File: src/rtl/timer_display_driver_pkg.sv
// Shared definitions for the timer display driver: time-bus field layout,
// legal field limits, seven-segment codes (gfedcba, active-low), buffer
// nibble codes and the conversion FSM state type.
package timer_disp_pkg;

  localparam int DIGIT_W = 27;
  localparam int HR_LSB  = 22, HR_W  = 5;
  localparam int MIN_LSB = 16, MIN_W = 6;
  localparam int SEC_LSB = 10, SEC_W = 6;
  localparam int MS_LSB  = 0,  MS_W  = 10;

  localparam logic [HR_W-1:0]  HR_MAX  = 5'd23;
  localparam logic [MIN_W-1:0] MIN_MAX = 6'd59;
  localparam logic [SEC_W-1:0] SEC_MAX = 6'd59;

  localparam logic [6:0] SEG_0     = 7'h40;
  localparam logic [6:0] SEG_1     = 7'h79;
  localparam logic [6:0] SEG_2     = 7'h24;
  localparam logic [6:0] SEG_3     = 7'h30;
  localparam logic [6:0] SEG_4     = 7'h19;
  localparam logic [6:0] SEG_5     = 7'h12;
  localparam logic [6:0] SEG_6     = 7'h02;
  localparam logic [6:0] SEG_7     = 7'h78;
  localparam logic [6:0] SEG_8     = 7'h00;
  localparam logic [6:0] SEG_9     = 7'h10;
  localparam logic [6:0] SEG_DASH  = 7'h3F;
  localparam logic [6:0] SEG_BLANK = 7'h7F;

  localparam logic [3:0] NIB_DASH  = 4'hA;
  localparam logic [3:0] NIB_BLANK = 4'hF;

  // Field order matches the bus: {hr, min, sec, ms}.
  typedef struct packed {
    logic [HR_W-1:0]  hr;
    logic [MIN_W-1:0] min;
    logic [SEC_W-1:0] sec;
    logic [MS_W-1:0]  ms;
  } time_word_t;

  typedef enum logic [1:0] {ST_IDLE, ST_CONV, ST_COMMIT} conv_state_t;

  function automatic logic [6:0] seg_encode(input logic [3:0] nib);
    case (nib)
      4'd0:     seg_encode = SEG_0;
      4'd1:     seg_encode = SEG_1;
      4'd2:     seg_encode = SEG_2;
      4'd3:     seg_encode = SEG_3;
      4'd4:     seg_encode = SEG_4;
      4'd5:     seg_encode = SEG_5;
      4'd6:     seg_encode = SEG_6;
      4'd7:     seg_encode = SEG_7;
      4'd8:     seg_encode = SEG_8;
      4'd9:     seg_encode = SEG_9;
      NIB_DASH: seg_encode = SEG_DASH;
      default:  seg_encode = SEG_BLANK;
    endcase
  endfunction

endpackage

File: src/rtl/timer_display_driver_bin2bcd_seq.sv
// bin2bcd_seq: iterative double-dabble, 10-bit binary to 4-digit BCD.
// Ports: clk_1khz, reset_in (sync, active-high), start (loads bin and does
// the first shift), bin[9:0], busy, done, bcd[15:0].
// Ten shifts total: one on the start edge and nine while busy. done and bcd
// are combinational and valid only in the cycle of the tenth shift, so the
// caller captures the result on the same edge the converter finishes.
module bin2bcd_seq (
  input  logic        clk_1khz,
  input  logic        reset_in,
  input  logic        start,
  input  logic [9:0]  bin,
  output logic        busy,
  output logic        done,
  output logic [15:0] bcd
);

  // {bcd[15:0], bin[9:0]} shift register
  logic [25:0] sh, sh_step;
  logic [3:0]  cnt;

  function automatic logic [25:0] dd_step(input logic [25:0] s);
    logic [25:0] t;
    t = s;
    for (int i = 0; i < 4; i++)
      if (t[10+4*i +: 4] >= 4'd5) t[10+4*i +: 4] = t[10+4*i +: 4] + 4'd3;
    return {t[24:0], 1'b0};
  endfunction

  always_comb sh_step = dd_step(sh);

  always_ff @(posedge clk_1khz) begin
    if (reset_in) begin
      sh   <= '0;
      cnt  <= '0;
      busy <= 1'b0;
    end else if (start) begin
      sh   <= dd_step({16'h0, bin});
      cnt  <= 4'd1;
      busy <= 1'b1;
    end else if (busy) begin
      sh  <= sh_step;
      cnt <= cnt + 4'd1;
      if (cnt == 4'd9) busy <= 1'b0;
    end
  end

  assign done = busy && (cnt == 4'd9);
  assign bcd  = sh_step[25:10];

endmodule

File: src/rtl/timer_display_driver.sv
// timer_display_driver: samples the packed {hr,min,sec,ms} time word every
// 42 cycles, converts each field through one shared sequential BCD
// converter and drives an 8-digit multiplexed active-low display as
// HH.MM.SS.cc (cc = ms hundreds/tens). Blinks while done is high.
// Ports: clk_1khz, reset_in (sync, active-high), digit[26:0], done,
// seg[6:0] (gfedcba), dp, an[7:0] (an[7]=H tens .. an[0]=ms tens),
// update_pulse (buffer refreshed), range_err (last snapshot out of range).
module timer_display_driver
  import timer_disp_pkg::*;
#(
  parameter int SCAN_DIV   = 1,
  parameter int BLINK_HALF = 250
) (
  input  logic                clk_1khz,
  input  logic                reset_in,
  input  logic [DIGIT_W-1:0]  digit,
  input  logic                done,
  output logic [6:0]          seg,
  output logic                dp,
  output logic [7:0]          an,
  output logic                update_pulse,
  output logic                range_err
);

  localparam int SDW = (SCAN_DIV   > 1) ? $clog2(SCAN_DIV)   : 1;
  localparam int BDW = (BLINK_HALF > 1) ? $clog2(BLINK_HALF) : 1;

  conv_state_t      state, state_nxt;
  time_word_t       snap;
  logic [1:0]       field_idx;
  logic [3:0]       cyc;
  logic [7:0][3:0]  staging, disp_buf;
  logic             snap_err;

  logic             conv_start, conv_busy, conv_done;
  logic [9:0]       conv_bin;
  logic [15:0]      conv_bcd;

  bin2bcd_seq u_bcd (
    .clk_1khz (clk_1khz),
    .reset_in (reset_in),
    .start    (conv_start),
    .bin      (conv_bin),
    .busy     (conv_busy),
    .done     (conv_done),
    .bcd      (conv_bcd)
  );

  // ---------------- conversion FSM ----------------
  always_ff @(posedge clk_1khz) begin
    if (reset_in) state <= ST_IDLE;
    else          state <= state_nxt;
  end

  always_comb begin
    state_nxt = state;
    case (state)
      ST_IDLE:   state_nxt = ST_CONV;
      ST_CONV:   if (cyc == 4'd9 && field_idx == 2'd3) state_nxt = ST_COMMIT;
      ST_COMMIT: state_nxt = ST_IDLE;
      default:   state_nxt = ST_IDLE;
    endcase
  end

  always_comb begin
    update_pulse = (state == ST_COMMIT);
    conv_start   = (state == ST_CONV) && (cyc == 4'd0) && !conv_busy;
  end

  always_comb begin
    case (field_idx)
      2'd0:    conv_bin = {5'd0, snap.hr};
      2'd1:    conv_bin = {4'd0, snap.min};
      2'd2:    conv_bin = {4'd0, snap.sec};
      default: conv_bin = snap.ms;
    endcase
  end

  assign snap_err = (snap.hr > HR_MAX) || (snap.min > MIN_MAX) || (snap.sec > SEC_MAX);

  // Staging is laid out in display order (index 7 = H tens) so COMMIT is a
  // straight copy; ms >= 1000 saturates cc to "99".
  always_ff @(posedge clk_1khz) begin
    if (reset_in) begin
      snap      <= '0;
      field_idx <= '0;
      cyc       <= '0;
      staging   <= '0;
      disp_buf  <= '0;
      range_err <= 1'b0;
    end else begin
      case (state)
        ST_IDLE: begin
          snap      <= time_word_t'(digit);
          field_idx <= '0;
          cyc       <= '0;
        end
        ST_CONV: begin
          if (conv_done) begin
            case (field_idx)
              2'd0:    staging[7:6] <= conv_bcd[7:0];
              2'd1:    staging[5:4] <= conv_bcd[7:0];
              2'd2:    staging[3:2] <= conv_bcd[7:0];
              default: staging[1:0] <= (conv_bcd[15:12] != 4'h0) ? 8'h99 : conv_bcd[11:4];
            endcase
          end
          if (cyc == 4'd9) begin
            cyc       <= '0;
            field_idx <= field_idx + 2'd1;
          end else begin
            cyc <= cyc + 4'd1;
          end
        end
        ST_COMMIT: begin
          disp_buf  <= snap_err ? {8{NIB_DASH}} : staging;
          range_err <= snap_err;
        end
        default: ;
      endcase
    end
  end

  // ---------------- scan and blink ----------------
  logic [SDW-1:0] scan_cnt;
  logic [2:0]     scan_idx;
  logic [BDW-1:0] blink_cnt;
  logic           blink_on, blink_wrap, blink_on_nxt;

  always_ff @(posedge clk_1khz) begin
    if (reset_in) begin
      scan_cnt <= '0;
      scan_idx <= '0;
    end else if (scan_cnt == SDW'(SCAN_DIV - 1)) begin
      scan_cnt <= '0;
      scan_idx <= scan_idx + 3'd1;
    end else begin
      scan_cnt <= scan_cnt + 1'b1;
    end
  end

  assign blink_wrap = (blink_cnt == BDW'(BLINK_HALF - 1));
  // Output register uses the next phase so a falling done shows on the very
  // next cycle and phase edges line up with the blink counter.
  assign blink_on_nxt = !done ? 1'b1 : (blink_wrap ? !blink_on : blink_on);

  always_ff @(posedge clk_1khz) begin
    if (reset_in || !done) begin
      blink_cnt <= '0;
      blink_on  <= 1'b1;
    end else if (blink_wrap) begin
      blink_cnt <= '0;
      blink_on  <= !blink_on;
    end else begin
      blink_cnt <= blink_cnt + 1'b1;
    end
  end

  always_ff @(posedge clk_1khz) begin
    if (reset_in || !blink_on_nxt) begin
      seg <= SEG_BLANK;
      dp  <= 1'b1;
      an  <= 8'hFF;
    end else begin
      seg <= seg_encode(disp_buf[scan_idx]);
      dp  <= !(scan_idx == 3'd6 || scan_idx == 3'd4 || scan_idx == 3'd2);
      an  <= ~(8'b1 << scan_idx);
    end
  end

endmodule

File: config.mk
export PLATFORM = sky130hd
export DESIGN_NAME = timer_display_driver
export DESIGN_NICKNAME = d
export VERILOG_FILES = /design/src/rtl/timer_display_driver_pkg.sv /design/src/rtl/timer_display_driver_bin2bcd_seq.sv /design/src/rtl/timer_display_driver.sv
export SDC_FILE = /design/constraint.sdc
export NUM_CORES = 1
export LEC_CHECK = 0
export BUFFER_PORTS_ARGS = -buffer_cell sky130_fd_sc_hd__buf_2
export CAP_MARGIN = 0
export CORE_MARGIN = 4
export CORE_UTILIZATION = 50
export CTS_CLUSTER_DIAMETER = 50
export DETAILED_ROUTE_END_ITERATION = 10
export GPL_TIMING_DRIVEN = 0
export HOLD_SLACK_MARGIN = 0.03
export PLACE_DENSITY = 0.67
export SYNTH_ARGS = -nofsm -noshare
export SYNTH_HDL_FRONTEND = slang
export SYNTH_SLANG_ARGS = --single-unit
File: constraint.sdc
create_clock -name clk_1khz -period 2.6 [get_ports clk_1khz]
set_input_delay 0.78 -clock clk_1khz [delete_from_list [all_inputs] [get_ports clk_1khz]]
set_output_delay 0.78 -clock clk_1khz [all_outputs]
set_load 0.005 [all_outputs]
# Yosys cells after proc, flatten, opt, wreduce, memory -nomap -nowiden
# Memory sizes are Yosys's and may differ from the RTL's. A register that Yosys moved wholly into a read port is not among the register bits.
# Index checks and enable logic that the tools add are counted.
dict set report word_totals {
  regBits 152
  wordCells 125
  mem_bits_ro 112
  latch_bits 0
  n_memories 1
  in_bits 30
  mem_bits_rw 0
}
dict set report op_classes {
  n_reduce_logical 30
  bitwise 3
  n_addsub 10
  div 0
  n_lt_le_gt_ge 8
  n_eq_ne 13
  shifts 1
  multipliers 0
  mux 24
}
# name words word_bits rd rd_clocked_by_memory_dff wr line
set mem_list {}
lappend mem_list {{(no name shown)} 16 7 1 1 0 timer_display_driver_pkg.sv:43} ;# case (nib)
# operator n
set ops {}
lappend ops {{$mux 32} 1}
lappend ops {{$pmux 10 s3} 1}
lappend ops {{$mux 11} 2}
lappend ops {{$mux 4} 5}
lappend ops {{$ge 4x3->1 const B} 4}
lappend ops {{$add 4x2->4 const B} 3}
lappend ops {{$bmux 4 s3} 1}
lappend ops {{$gt 6x6->1 const B} 2}
lappend ops {{$reduce_and 3->1} 4}
lappend ops {{$add 4x1->4 const B} 2}
lappend ops {{$add 8x1->8 const B} 1}
lappend ops {{$eq 4x4->1 const B} 2}
lappend ops {{$eq 8x8->1 const B} 1}
lappend ops {{$mux 8} 1}
lappend ops {{$not 8->8} 1}
lappend ops {{$pmux 2 s2} 2}
lappend ops {{$pmux 4 s2} 1}
lappend ops {{$shl 1x3->8 const A} 1}
lappend ops {{$mux 1} 7}
lappend ops {{$eq 2x2->1 const B} 3}
lappend ops {{$eq 3x3->1 const B} 2}
lappend ops {{$logic_or 1x1->1} 6}
lappend ops {{$reduce_or 2->1} 3}
lappend ops {{$gt 5x5->1 const B} 1}
lappend ops {{20 further kinds} 32}

# Longest topological paths before layout
# Gate-level depths: netlist of run 1.
dict set report logic_depth {
  word_depth 5
  depth_mapped 8
}

# By module
# A second synthesis of run 1 with hierarchy kept.
dict set report hier_totals {
  cells_unflattened 839
  area_unflattened_um2 7010.5
}
# module area_each_um2 seq_area_each_um2 n_inst cells_each
set modules_own_cells {}
lappend modules_own_cells {timer_display_driver 5345.1 2582.5 1 631}
lappend modules_own_cells {bin2bcd_seq 1665.3 600.6 1 208}

# Worst setup path before layout of run 1
# Ideal clock, no wire load.
dict set report synth_timing {
  kind {reg2reg}
  startpoint {register scan_idx[0]}
  endpoint {register seg[3]}
  setup_slack_ps 730
  path_stages_with_launch 8
  t_required_ps 2473
  synth_period_minus_slack_ps 1870
  n_path_buf 1
  setup_time_ps 127
  arrival_ps 1743
  cell_sequence {dfxtp_1 -> buf_6 -> mux4_2 -> mux2i_1 -> inv_1 -> ha_1 -> o21ai_1 -> a21oi_1}
}
dict set report synth_between {
  elab_chain_cells 2
}
# element line
set synth_lines {}
lappend synth_lines {{start, declared} timer_display_driver.sv:125} ;# logic [2:0] scan_idx;
lappend synth_lines {{start signal, assigned} timer_display_driver.sv:135} ;# scan_idx <= scan_idx + 3'd1;
lappend synth_lines {{$bmux 4 s3} timer_display_driver.sv:164} ;# seg <= seg_encode(disp_buf[scan_idx]);
lappend synth_lines {{$mux 4 (not written as such)} timer_display_driver.sv:164}
lappend synth_lines {{end, declared} timer_display_driver.sv:18} ;# output logic [6:0] seg,
# Every way passes these cells. The select of a mux whose other input is x is not followed.
# A chain may end at the register's enable or synchronous reset.

# Final worst setup path of run 1
dict set report layout_timing {
  startpoint {register state[1]}
  endpoint {output port update_pulse}
}
dict set report layout_between {
  elab_chain_cells 1
}
# element line
set layout_lines {}
lappend layout_lines {{start, declared} timer_display_driver.sv:28} ;# conv_state_t state, state_nxt;
lappend layout_lines {{start signal, assigned} timer_display_driver.sv:52} ;# else state <= state_nxt;
lappend layout_lines {{$eq 2x2->1} timer_display_driver.sv:66} ;# update_pulse = (state == ST_COMMIT);
lappend layout_lines {{end, declared} timer_display_driver.sv:21} ;# output logic update_pulse,
# Every way passes these cells.

==> results.sh, run 1 <==
export IMPL_finClkSkew_ns=0.01003
export IMPL_cts_tree="done"
export IMPL_result_of_the_run="completed"
export IMPL_cts_reportedPaths_clkPinSlew_ns=0.06
export IMPL_routed_wl_mm=15.34
export IMPL_clkLatencyLatePin_ns=0.43
export IMPL_postLayoutSetupSlackWorst_ns=0.1376
export IMPL_max_slew_violation_total_from_the_final_report=0
export IMPL_detail_route_iter0_violations=283
export IMPL_synth_top_area_frac=0.4724
export IMPL_share_comb_of_total_power=0.060
export IMPL_cts_buffers_inserted=17
export IMPL_drt_antenna_violating_nets=0
export IMPL_port_buffers=47
export IMPL_nFillCells=1174
export IMPL_final_hold_viol_count=0
export IMPL_vias_per_cell=5.368
export IMPL_dp_cells=1003
export IMPL_final_common_cell="sky130_fd_sc_hd__dfxtp_1"
export IMPL_cap_violations=0
export IMPL_classification_of_the_worst_slack_hold_path="reg2reg"
export IMPL_post_drt_wl_per_cell_um=14.87
export IMPL_internal_power_mw=4.194
export IMPL_residual_drc=0
export IMPL_setup_slack_of_the_worst_register_to_register_path_ns=0.44
export IMPL_dieHeight_um=124.1
export IMPL_mappedNetlistArea_um2=6738
export IMPL_setup_viol=0
export IMPL_placeableCoreArea_um2=13240
export IMPL_period_utilization_post_route=0.9471
export IMPL_crit_path_frequent_cell="sky130_fd_sc_hd__buf_2"
export IMPL_starting_utilization_of_the_core_area=0.5088
export IMPL_clk_root_buffer_cell="sky130_fd_sc_hd__clkbuf_16"
export IMPL_critical_path_max_stage_delay_ns=0.30
export IMPL_synth_async_sr_flop_share=0
export IMPL_place_gp_congestion=0.8480
export IMPL_final_design_area_no_fill_um2=7796
export IMPL_cp_end_kind="primary output"
export IMPL_p_sw_frac=0.2225
export IMPL_floorplan_row_count=42
export IMPL_synth_flop_type="sky130_fd_sc_hd__dfxtp_1"
export IMPL_seq_power_share=0.470
export IMPL_p_per_area_nw_per_um2=691.9
export IMPL_synth_largest_area_cell="sky130_fd_sc_hd__dfxtp_1"
export IMPL_fin_cells=1032
export IMPL_leakage_component_of_the_power_nw=3.013
export IMPL_place_ws_ns=-0.03413
export IMPL_clkSinkCount=159
export IMPL_crit_required_ns=1.82
export IMPL_p_switching_mw=1.201
export IMPL_netlist_top_cells_area="sky130_fd_sc_hd__dfxtp_1, sky130_fd_sc_hd__nand2_1, sky130_fd_sc_hd__a21oi_1"
export IMPL_design_power_total_mw=5.394
export IMPL_diodes=0
export IMPL_netlist_cell_type_count=53
export IMPL_io_pin_count=48
export IMPL_syn_instance_count=780
export IMPL_die_area_um2=15400
export IMPL_relSlewSlack=0.5784
export IMPL_antenna_found_initial=0
export IMPL_ir_worst_vdd_mv=0.4302
export IMPL_cts_htree_levels=4
export IMPL_routed_via_count=5540
export IMPL_grt_first_pass_wirelength_mm=25.62
export IMPL_firstDrtPassIters=5
export IMPL_chipWidth_um=124.1
export IMPL_synth_net_count=841
export IMPL_synth_area_per_cell_um2=8.638
export IMPL_num_nets_final=906
export IMPL_worst_setup_path_start_kind="flip-flop"
export IMPL_half_perimeter_wire_length_of_the_detailed_placement_result_mm=11.32
export IMPL_cts_max_path_buffers=2
export IMPL_max_freq_ghz=0.4061
export IMPL_finalCoreUtilization=0.5887
export IMPL_first_global_vias=5366
export IMPL_mostFrequentLayoutCells="sky130_fd_sc_hd__dfxtp_1, sky130_fd_sc_hd__nand2_1, sky130_fd_sc_hd__nor2_1"
export IMPL_grt_remaining_overflow=0
export IMPL_cp_arrival_ns=1.68
export IMPL_setup_total_negative_slack_ns=0
export IMPL_place_area_um2=7193
export IMPL_syn_to_final_growth_pct=15.71
export IMPL_slowest_stage="sky130_fd_sc_hd__dfxtp_1"
export IMPL_pin_count_of_the_biggest_net_entering_global_routing=19
export IMPL_synth_seq_cells=159
export IMPL_setup_worst_path_start="state[1]$_SDFFE_PP0P_"
export IMPL_critical_path_reg2reg_startpoint="state[1]$_SDFFE_PP0P_"
export IMPL_holdWs_ns=0.4533
export IMPL_max_slew_worst_pin_slew_ns=0.6325
export IMPL_yosysWarnings=0
export IMPL_min_delay_start="staging[30]$_SDFFE_PP0P_"
export IMPL_p_clk_frac=0.470
export IMPL_synth_seq_area_share=0.4724
export IMPL_path_cells="clkbuf_1 -> nand2b_1 -> buf_2 -> inv_4 -> buf_2"
export IMPL_synth_enable_flop_cells=0
export IMPL_timing_final_crit_period_ns=2.462
export IMPL_critical_path_peak_fanout=18
export IMPL_setup_repair_after_global_routing_missed_its_margin="false"
export IMPL_grt_use_total=0.2131
export IMPL_timing_setup_critical_path_class="reg2out"
export IMPL_drive_gt1_frac=0.1250
-- critical path: cells and delay by family, from the launching register on --
| kind | cells | cell delay [ns] |
|---|---|---|
| AND/OR/NAND/NOR | 1 | 0.13 |
| buffers and inverters | 4 | 0.82 |
| flip-flops | 1 | 0.30 |
-- cells in the mapped netlist (all sizes together) (14+ instances only) --
cell	number
dfxtp	159
nand2	145
nor2	95
a21oi	82
ha	31
clkbuf	25
inv	24
nor3	24
o21ai	24
buf	19
a222oi	14
mux2i	14
nand3	14
-- kinds of logic after synthesis --
group | after synthesis | share of synthesized area
multiplexers | 24 | 0.05497
adder cells (fa/ha/maj) | 31 | 0.05757
AO/OA/AOI/OAI | 154 | 0.1395
AND/OR/NAND/NOR | 330 | 0.2163
buffers and inverters | 69 | 0.04308
other | 1 | 0.0005566
flip-flops | 159 | 0.4724
XOR/XNOR | 12 | 0.01560
-- timing repair --
| action | CTS | global route |
|---|---|---|
| pin swaps | 0 | 0 |
| resized for setup | 0 | 2 |
| endpoints found under the setup margin | 1 | 1 |
| hold buffers | 0 | 0 |
| setup buffers | 0 | 0 |
-- final cells by class --
cell class | instances | area (µm²) | share of cell area
Multi-Input combinational cell | 552 | 3264 | 0.4187
Tap cell | 176 | 220.2 | 0.02825
Inverter | 25 | 97.59 | 0.01252
Clock buffer | 21 | 470.5 | 0.06034
Clock inverter | 9 | 133.9 | 0.01717
Sequential cell | 159 | 3183 | 0.4083
Buffer | 43 | 191.4 | 0.02455
Timing Repair Buffer | 47 | 235.2 | 0.03017
-- path summary, 6_finish.rpt --
kind,cells past startpoint,end
setup reg to reg,8,disp_buf[11]$_SDFFE_PP0P_
hold / removal,2,disp_buf[30]$_SDFFE_PP0P_
setup / recovery,5,update_pulse
hold reg to reg,2,disp_buf[30]$_SDFFE_PP0P_
-- power groups by stage --
stage / registers [mW] / logic (mW) / clock network (mW)
floorplan: 2.58 / 0.219 / 0
global placement: 2.59 / 0.311 / 0
detailed placement: 2.59 / 0.322 / 0
CTS: 2.54 / 0.325 / 2.57
global route: 2.54 / 0.363 / 2.69
finish: 2.54 / 0.323 / 2.53
-- sequential cells by signal, summed over array words and instances (netlist names), 2 cells and up --
| register | count |
|---|---|
| scan_idx | 3 |
| cyc | 4 |
| seg | 7 |
| an | 8 |
| u_bcd.cnt | 4 |
| blink_cnt | 8 |
| disp_buf | 32 |
| snap | 27 |
| state | 2 |
| staging | 32 |
| u_bcd.sh | 25 |
| field_idx | 2 |
-- per-layer routing --
layer,part of all wire,global-route usage,vias to the layer above
met3,0.049,0.04859,23
met5,0,0,-
li1,-,-,2805
met1,0.44,0.2620,2589
met2,0.50,0.3605,123
met4,0.017,0.08761,0
Power figures use the tool's default switching activity.
==> run 2: changes to the inputs <==
SETUP_SLACK_MARGIN = 0.15   (was default)
==> run 2 against run 1 <==
Global-route usage stayed put. Non-clock buffer count stayed put. Die area stayed put. Sequential power hardly changed. Critical path depth stayed put. Fmax is 4.0% higher. Via count is 0.32% higher. Power hardly changed. Register-to-register slack better by 0.04 ns. Design area hardly changed.
==> results.sh, run 2 (synthesis gave the netlist of run 1 again) <==
export IMPL_result_of_the_run="completed"
export IMPL_clkSinkCount=159
export IMPL_min_delay_start="staging[30]$_SDFFE_PP0P_"
export IMPL_max_slew_violation_total_from_the_final_report=0
export IMPL_antenna_found_initial=0
export IMPL_leakage_component_of_the_power_nw=3.016
export IMPL_place_area_um2=7193
export IMPL_dieHeight_um=124.1
export IMPL_cts_htree_levels=4
export IMPL_max_slew_worst_pin_slew_ns=0.6347
export IMPL_clk_root_buffer_cell="sky130_fd_sc_hd__clkbuf_16"
export IMPL_cap_violations=0
export IMPL_clkLatencyLatePin_ns=0.43
export IMPL_min_path_cells=2
export IMPL_timing_final_crit_period_ns=2.367
export IMPL_max_freq_ghz=0.4225
export IMPL_finClkSkew_ns=0.01023
export IMPL_floorplan_row_count=42
export IMPL_residual_drc=0
export IMPL_reg2regPathDepth=6
export IMPL_timing_setup_critical_path_class="reg2out"
export IMPL_p_clk_frac=0.470
export IMPL_p_per_area_nw_per_um2=691.6
export IMPL_routed_wl_mm=15.36
export IMPL_placeableCoreArea_um2=13240
export IMPL_period_utilization_post_route=0.9103
export IMPL_mostFrequentLayoutCells="sky130_fd_sc_hd__dfxtp_1, sky130_fd_sc_hd__nand2_1, sky130_fd_sc_hd__nor2_1"
export IMPL_top_regs="disp_buf (32), staging (32), snap (27)"
export IMPL_relSlewSlack=0.5769
export IMPL_grt_remaining_overflow=0
export IMPL_half_perimeter_wire_length_of_the_detailed_placement_result_mm=11.32
export IMPL_timing_rr_end="seg[1]$_SDFF_PP1_"
export IMPL_die_area_um2=15400
export IMPL_first_global_vias=5371
export IMPL_p_switching_mw=1.199
export IMPL_final_hold_viol_count=0
export IMPL_setup_viol=0
export IMPL_multi_input_area_um2=3264
export IMPL_chipWidth_um=124.1
export IMPL_final_common_cell="sky130_fd_sc_hd__dfxtp_1"
export IMPL_drive_gt1_frac=0.1262
export IMPL_detail_route_iter0_violations=286
export IMPL_final_design_area_no_fill_um2=7797
export IMPL_cts_setup_buffers=0
export IMPL_grt_use_total=0.2131
export IMPL_port_buffers=47
export IMPL_drt_antenna_violating_nets=0
export IMPL_routed_via_count=5558
export IMPL_p_sw_frac=0.2223
export IMPL_ir_worst_vdd_mv=0.4302
export IMPL_dp_cells=1003
export IMPL_cp_arrival_ns=1.59
export IMPL_crit_required_ns=1.82
export IMPL_syn_to_final_growth_pct=15.73
export IMPL_pin_count_of_the_biggest_net_entering_global_routing=19
export IMPL_seq_power_share=0.470
export IMPL_diodes=0
export IMPL_worst_setup_path_start_kind="flip-flop"
export IMPL_io_pin_count=48
export IMPL_starting_utilization_of_the_core_area=0.5088
export IMPL_firstDrtPassIters=5
export IMPL_cts_tree="done"
export IMPL_worst_hold_path_endpoint="disp_buf[30]$_SDFFE_PP0P_"
export IMPL_seq_area_um2=3183
export IMPL_classification_of_the_worst_slack_hold_path="reg2reg"
export IMPL_cp_end_kind="primary output"
export IMPL_grt_first_pass_wirelength_mm=25.63
export IMPL_cts_buffers_inserted=17
export IMPL_cts_reportedPaths_clkPinSlew_ns=0.06
export IMPL_internal_power_mw=4.194
export IMPL_critical_path_reg2reg_startpoint="scan_idx[2]$_SDFFE_PP0N_"
export IMPL_setup_repair_after_global_routing_missed_its_margin="false"
export IMPL_num_nets_final=906
export IMPL_critical_path_peak_fanout=18
export IMPL_setup_slack_of_the_worst_register_to_register_path_ns=0.48
export IMPL_nFillCells=1173
export IMPL_post_drt_wl_per_cell_um=14.88
export IMPL_share_comb_of_total_power=0.060
export IMPL_cts_max_path_buffers=2
export IMPL_place_gp_congestion=0.8480
export IMPL_vias_per_cell=5.386
export IMPL_fin_cells=1032
## run 2: power groups by stage
| stage | clock [mW] | combinational (mW) | sequential, mW |
|---|---|---|---|
| CTS | 2.57 | 0.325 | 2.54 |
| finish | 2.53 | 0.323 | 2.54 |
| global placement | 0 | 0.311 | 2.59 |
| global route | 2.69 | 0.363 | 2.54 |
| floorplan | 0 | 0.219 | 2.58 |
| detailed placement | 0 | 0.322 | 2.59 |
## run 2: cell type report
class | instances | share of cell area
Timing Repair Buffer | 47 | 0.03017
Tap cell | 176 | 0.02824
Buffer | 43 | 0.02471
Clock buffer | 21 | 0.06033
Inverter | 25 | 0.01252
Sequential cell | 159 | 0.4082
Clock inverter | 9 | 0.01717
Multi-Input combinational cell | 552 | 0.4186
## run 2: critical path: stages (launching register included)
cell and delay [ns]:
sky130_fd_sc_hd__dfxtp_1 0.29, sky130_fd_sc_hd__buf_2 0.16, sky130_fd_sc_hd__nand2b_1 0.18, sky130_fd_sc_hd__buf_2 0.20
sky130_fd_sc_hd__inv_4 0.18, sky130_fd_sc_hd__buf_2 0.15
## run 2: metal layers
layer	wire length, µm	GRT usage
met4	264	0.08830
met1	6729	0.2620
met3	730	0.04859
met5	0	0
met2	7634	0.3601
## run 2: metrics by stage
step / power (mW) / hold WS [ns] / worst slack (ns) / utilization / setup TNS, ns
6_report: 5.393 / 0.4528 / 0.2333 / 0.5888 / 0
5_1_grt: 5.593 / 0.4690 / 0.1734 / 0.5888 / 0
4_1_cts: 5.433 / 0.4546 / 0.2148 / 0.5888 / 0
3_5_place_dp: 2.912 / 0.4460 / -0.03413 / 0.5432 / -0.2457
3_3_place_gp: 2.897 / 0.4416 / -0.003426 / 0.5432 / -0.003426
2_1_floorplan: 2.798 / 0.4270 / 0.7298 / - / 0
## run 2: worst max path at each step
stage	slack, ns	endpoint	cells after the start	startpoint
floorplan	0.73	seg[3]$_SDFF_PP1_	7	scan_idx[0]$_SDFFE_PP0N_
global placement	-0.003	cyc[1]$_SDFFE_PP0P_	5	reset_in
detailed placement	-0.03	u_bcd.sh[8]$_SDFFE_PP0P_	5	reset_in
CTS	0.21	update_pulse	5	state[0]$_SDFFE_PP0P_
global route	0.17	update_pulse	5	state[0]$_SDFFE_PP0P_
finish	0.23	update_pulse	5	state[0]$_SDFFE_PP0P_
## run 2: timing repair
item	4_1_cts	5_1_grt
gates resized for setup	2	0
hold buffers	0	0
endpoints found under the setup margin	1	0
